[config.mk]
export PLATFORM = sky130hd
export DESIGN_NAME = ddr3_cmd_arbiter
export DESIGN_NICKNAME = d
export VERILOG_FILES = /design/src/rtl/ddr3_cmd_arbiter.sv
export SDC_FILE = /design/constraint.sdc
export NUM_CORES = 1
export LEC_CHECK = 0
export CAP_MARGIN = 40
export CORE_MARGIN = 4
export CORE_UTILIZATION = 42
export CTS_CLUSTER_SIZE = 16
export DETAILED_ROUTE_END_ITERATION = 12
export PLACE_DENSITY = 0.93
export SYNTH_ARGS = -nofsm -noshare
export SYNTH_HDL_FRONTEND = slang
export SYNTH_SLANG_ARGS = --single-unit
[constraint.sdc]
create_clock -name i_clk -period 4.6 [get_ports i_clk]
set_input_delay 0.46 -clock i_clk [delete_from_list [all_inputs] [get_ports i_clk]]
set_output_delay 0.46 -clock i_clk [all_outputs]
set_load 0.01 [all_outputs]
[src/rtl/ddr3_cmd_arbiter.sv]
// ddr3_cmd_arbiter: shares one DDR3 IP user command/data port between a
// write requester and a read requester. Round-robin arbitration, gated by
// DDR initialisation; each grant expands into single-beat commands at
// incrementing addresses, with completion after the last data beat.
module ddr3_cmd_arbiter #(
  parameter int ADDR_W    = 26,
  parameter int DATA_W    = 64,
  parameter int ADDR_STEP = 8
) (
  input  logic              i_clk,
  input  logic              i_rst_n,
  input  logic              i_ddr_init_done,
  // write requester
  input  logic              i_wr_req,
  input  logic [ADDR_W-1:0] i_wr_addr,
  input  logic [7:0]        i_wr_len,
  output logic              o_wr_grant,
  output logic              o_wr_data_req,
  input  logic [DATA_W-1:0] i_wr_data,
  output logic              o_wr_done,
  // read requester
  input  logic              i_rd_req,
  input  logic [ADDR_W-1:0] i_rd_addr,
  input  logic [7:0]        i_rd_len,
  output logic              o_rd_grant,
  output logic [DATA_W-1:0] o_rd_data,
  output logic              o_rd_data_vld,
  output logic              o_rd_done,
  // DDR IP user side
  output logic [3:0]        o_cmd,
  output logic              o_cmd_valid,
  output logic [ADDR_W-1:0] o_addr,
  input  logic              i_cmd_rdy,
  input  logic              i_datain_rdy,
  output logic [DATA_W-1:0] o_write_data,
  input  logic [DATA_W-1:0] i_read_data,
  input  logic              i_read_data_valid
);

  localparam logic [2:0] S_IDLE    = 3'd0;
  localparam logic [2:0] S_WR_CMD  = 3'd1;
  localparam logic [2:0] S_WR_DATA = 3'd2;
  localparam logic [2:0] S_RD_CMD  = 3'd3;
  localparam logic [2:0] S_RD_WAIT = 3'd4;

  localparam logic [3:0] CMD_IDLE  = 4'b0000;
  localparam logic [3:0] CMD_READ  = 4'b0001;
  localparam logic [3:0] CMD_WRITE = 4'b0010;

  localparam logic [ADDR_W-1:0] STEP = ADDR_W'(ADDR_STEP);

  logic [2:0]        state;
  logic [ADDR_W-1:0] cur;          // address of the command being issued
  logic [8:0]        rem;          // commands still to issue (1..256)
  logic [8:0]        outstanding;  // read commands accepted, data not yet back
  logic [8:0]        out_next;
  logic              last_rd;      // 1 when the most recent grant went to read
  logic              rd_acc;
  logic              rd_dec;
  logic              pick_wr;
  logic              grant_ok;

  // Arbitration decision and outstanding-read bookkeeping.
  always_comb begin
    rd_acc   = (state == S_RD_CMD) && o_cmd_valid && i_cmd_rdy;
    // A stray strobe with nothing outstanding is forwarded but never counted.
    rd_dec   = i_read_data_valid && (outstanding != 9'd0);
    out_next = outstanding + {8'd0, rd_acc} - {8'd0, rd_dec};
    pick_wr  = i_wr_req && (!i_rd_req || last_rd);
    grant_ok = (state == S_IDLE) && i_ddr_init_done && (i_wr_req || i_rd_req);
  end

  assign o_wr_data_req = (state == S_WR_DATA) && i_datain_rdy;
  assign o_write_data  = i_wr_data;

  // Main controller: grants, command issue, address/count stepping, done pulses.
  always_ff @(posedge i_clk or negedge i_rst_n) begin
    if (!i_rst_n) begin
      state       <= S_IDLE;
      cur         <= '0;
      rem         <= '0;
      outstanding <= '0;
      last_rd     <= 1'b1;
      o_wr_grant  <= 1'b0;
      o_rd_grant  <= 1'b0;
      o_wr_done   <= 1'b0;
      o_rd_done   <= 1'b0;
      o_cmd_valid <= 1'b0;
      o_cmd       <= CMD_IDLE;
      o_addr      <= '0;
    end else begin
      o_wr_grant  <= 1'b0;
      o_rd_grant  <= 1'b0;
      o_wr_done   <= 1'b0;
      o_rd_done   <= 1'b0;
      outstanding <= out_next;
      case (state)
        S_IDLE: begin
          if (grant_ok) begin
            last_rd <= !pick_wr;
            if (pick_wr) begin
              o_wr_grant <= 1'b1;
              cur        <= i_wr_addr;
              rem        <= (i_wr_len == 8'd0) ? 9'd256 : {1'b0, i_wr_len};
              state      <= S_WR_CMD;
            end else begin
              o_rd_grant <= 1'b1;
              cur        <= i_rd_addr;
              rem        <= (i_rd_len == 8'd0) ? 9'd256 : {1'b0, i_rd_len};
              state      <= S_RD_CMD;
            end
          end
        end
        S_WR_CMD: begin
          if (!o_cmd_valid) begin
            o_cmd_valid <= 1'b1;
            o_cmd       <= CMD_WRITE;
            o_addr      <= cur;
          end else if (i_cmd_rdy) begin
            o_cmd_valid <= 1'b0;
            o_cmd       <= CMD_IDLE;
            state       <= S_WR_DATA;
          end
        end
        S_WR_DATA: begin
          if (i_datain_rdy) begin
            if (rem == 9'd1) begin
              o_wr_done <= 1'b1;
              state     <= S_IDLE;
            end else begin
              cur   <= cur + STEP;
              rem   <= rem - 9'd1;
              state <= S_WR_CMD;
            end
          end
        end
        S_RD_CMD: begin
          if (!o_cmd_valid) begin
            o_cmd_valid <= 1'b1;
            o_cmd       <= CMD_READ;
            o_addr      <= cur;
          end else if (i_cmd_rdy) begin
            cur <= cur + STEP;
            rem <= rem - 9'd1;
            if (rem == 9'd1) begin
              o_cmd_valid <= 1'b0;
              o_cmd       <= CMD_IDLE;
              state       <= S_RD_WAIT;
            end else begin
              // keep valid high so reads issue back-to-back
              o_addr <= cur + STEP;
            end
          end
        end
        S_RD_WAIT: begin
          if (out_next == 9'd0) begin
            o_rd_done <= 1'b1;
            state     <= S_IDLE;
          end
        end
        default: state <= S_IDLE;
      endcase
    end
  end

  // Read return path: one-cycle registered forward of IP read data.
  always_ff @(posedge i_clk or negedge i_rst_n) begin
    if (!i_rst_n) begin
      o_rd_data     <= '0;
      o_rd_data_vld <= 1'b0;
    end else begin
      o_rd_data_vld <= i_read_data_valid;
      if (i_read_data_valid) o_rd_data <= i_read_data;
    end
  end

endmodule
==> out/qor.yml <==
layout_setup_ws_ns: 0.833
slowest_delay_ns: 0.54
grt-busiest-layer: "met2"
routed_wl_um: 22600
cts_buffers: 17
coreArea_um2: 18300
post_cts_buffers: 0
async_flop_share_pct: 100
gp_congestion: 0.846
synth_top_area_share_pct: 45.7
fin_hold_ws_ns: 0.506
syn-cell-area_um2: 7930
fin_crit_sh_pct: 81.9
fp.dieH_um: 145
p_leak_nw: 4.39
ir_drop_v: 0.000284
clock_sinks: 146
fmax_ghz: 0.265
grt_overflow_total: 0
start_util_pct: 43.4
worstPathCellList: "inv_1 -> ha_1 -> nor4bb_1 -> a31oi_1 -> ha_1 -> inv_1 -> ha_1 -> fa_1 -> a211o_1 -> nand3_1 -> o311ai_1 -> or4_4 -> nor4b_4 -> o22ai_1"
antenna_found_initial: 0
ctsHoldBuffers: 1
routed_via_density: 5.44
die_area_um2: 21100
clk_latency_ns: 0.43
io_pins: 369
path_buf_inv: 2
arrival_ns: 4.05
finalHoldViolCount: 0
slew_headroom_pct: 44.4
crit_type: "register to register"
num_vias: 6694
finalNetCount: 1209
cp.required_ns: 4.89
power_density_nw_per_um2: 582
cts_tree: "built"
r2r-start: "outstanding[6]$_DFF_PN0_"
worstHoldPathType: "register to register"
syn_area_per_cell_um2: 9.53
yosysWarnings: 0
dp.cells: 1198
regArea_um2: 3650
clk_path_buf_depth: 2
crit_family: "simple AND/OR/NAND/NOR gates"
synth-edff-count: 0
grt_pass1_vias: 6718
cts_resized: 0
seq_area_frac_synth_pct: 46.1
setup_viol: 0
crit_slowest_cell: "or4_4"
fillCellCount: 1485
hold_end: "o_rd_data[8]$_DFFE_PN0P_"
synth.area.top_cells: "dfrtp_1 (46%), mux2_2 (9.5%), buf_4 (6.2%)"
antenna_left: 0
grt_usage_pct: 21.1
syn-instance-count: 832
dr.pass1.iters: 5
hold_depth: 1
gr-usage-met2_pct: 36.9
grt_pass1_wl_um: 36300
worst_setup_path_end_kind: "register"
use_met3_pct: 5.48
synth_top_area_cell: "dfrtp_1"
start_kind: "register"
use_met1_pct: 25.5
period_needed_ns: 3.77
crit_path_max_fanout: 3
worstMarginPinSlew_ns: 0.813
rrSetupSlack_ns: 0.83
area_delta_synth_final_pct: 34.2
final_cells: 1231
wl_per_cell_um: 18.4
dp_hpwl_um: 17000
post-place-ws_ns: 0.771
status: "completed"
rows: 49
worst-r2r-cell-count: 14
max_cap_violations: 0
skew_ns: 0.0118
reg2reg_to: "state[2]$_DFFE_PN0P_"
min-delay-start: "o_rd_data[8]$_DFFE_PN0P_"
drt_iter0_drc: 507
tns_ns: 0
multi_input_area_um2: 3510
ys_types: 62
route.detailed.drc: 0
root_buffer: "clkbuf_16"
grt_max_degree: 70
synth_seq_cells: 146
antenna_cells: 0
ys.flop_type: "dfrtp_1"
rsz0062_at_grt: "false"
cts.htree.levels: 4
path_clk_slew_ns: 0.07
post_route_cells_drive_above_1_share_pct: 12.4
die_w_um: 145
maxSlewViolCount: 0
portBuffers: 238
crit_top_cell: "ha_1"
[stage by stage]
step                      area (um^2)  util (%)  power, mW
after floorplan                  7940         -       3.84
after global placement           9960      54.5       4.61
after detailed placement        10100      55.0       4.81
after CTS                       10600      58.3       6.21
after global routing            10600      58.3       6.63
final                           10600      58.3       6.19
[area by class of cell]
class / instances / share of cell area [%]
inverters: 25 / 0.882
well taps: 229 / 2.69
clock buffers: 18 / 4.13
multi-input cells: 551 / 33.0
flip-flops and latches: 146 / 34.3
repair buffers: 248 / 23.6
clock inverters: 14 / 1.34
[cell usage after synthesis, drive strengths merged, types with 4 or more instances]
master and count:
buf 81, inv 25, nor2 70, o21ai 38
a21oi 80, or3 4, xor2 7, nand2b 5
nand3 36, a31oi 9, nand2 107, mux2 67
nor3 11, nor4 12, dfrtp 145, nand4 9
o22a 5, xnor2 20, ha 15, clkbuf 30
and3 5
[cell usage in the layout, fill, tap and decap left out, types with 3 or more instances in the layout]
cell | synthesis | layout
clkdlybuf4s50_1 | 0 | 236
dfrtp_1 | 145 | 145
nand2_1 | 107 | 107
a21oi_1 | 80 | 79
nor2_1 | 70 | 70
mux2_2 | 67 | 67
o21ai_0 | 37 | 37
nand3_1 | 36 | 36
inv_1 | 25 | 25
xnor2_1 | 20 | 20
clkbuf_16 | 0 | 17
ha_1 | 15 | 15
nor4_1 | 11 | 11
nand4_1 | 9 | 9
a31oi_1 | 9 | 9
nor3_1 | 8 | 8
xor2_1 | 7 | 7
nand2b_1 | 5 | 5
and3_1 | 5 | 5
o22a_1 | 5 | 5
clkinvlp_4 | 0 | 5
inv_6 | 0 | 5
buf_4 | 66 | 5
or3_1 | 4 | 4
a211o_1 | 3 | 3
a2bb2oi_1 | 3 | 3
nor3_2 | 3 | 3
mux2i_1 | 3 | 3
o31ai_1 | 3 | 3
[state kept, by name (all words and copies together), names as in the netlist, 2 cells and up]
| name | cells |
|---|---|
| cur | 26 |
| o_addr | 26 |
| o_cmd | 2 |
| o_rd_data | 64 |
| outstanding | 9 |
| rem | 9 |
| state | 3 |
[routing by layer]
metal,wire [um],vias to the layer above
met3,1390,44
met5,0,-
met2,11500,278
met4,544,0
met1,9180,3239
li1,-,3133
[how the worst max path moves through the flow]
stage,slack (ns),depth (start not counted),to,start
after floorplan,1.06,14,state[2]$_DFFE_PN0P_,i_read_data_valid
after global placement,0.92,12,state[2]$_DFFE_PN0P_,i_cmd_rdy
after detailed placement,0.77,12,state[2]$_DFFE_PN0P_,i_cmd_rdy
after CTS,0.90,14,state[2]$_DFFE_PN0P_,outstanding[6]$_DFF_PN0_
after global routing,0.72,12,state[2]$_DFFE_PN0P_,state[0]$_DFFE_PN0P_
final,0.83,14,state[2]$_DFFE_PN0P_,outstanding[6]$_DFF_PN0_
[cells by family after synthesis]
group | Yosys count | synth area share (%)
fa+ha+maj | 16 | 2.62
other cells | 1 | 0.0473
buf+inv | 136 | 10.2
flops | 146 | 46.1
simple gates | 276 | 16.3
xor+xnor | 27 | 2.98
mux | 70 | 9.89
compound gates | 160 | 11.9
[report_power, final]
part	leakage [nW]	internal [mW]	switching [mW]
Clock	0.270	0.774	0.591
Combinational	2.42	1.26	1.51
Sequential	1.70	1.69	0.365
Total	4.39	3.72	2.47
[worst reg2reg max path: stages, from the launching register on]
cell	delay, ns
dfrtp_1	0.39
inv_1	0.08
ha_1	0.18
nor4bb_1	0.29
a31oi_1	0.16
ha_1	0.30
inv_1	0.04
ha_1	0.20
fa_1	0.42
a211o_1	0.35
nand3_1	0.13
o311ai_1	0.16
or4_4	0.54
nor4b_4	0.27
o22ai_1	0.13
Power figures use the tool's default switching activity.
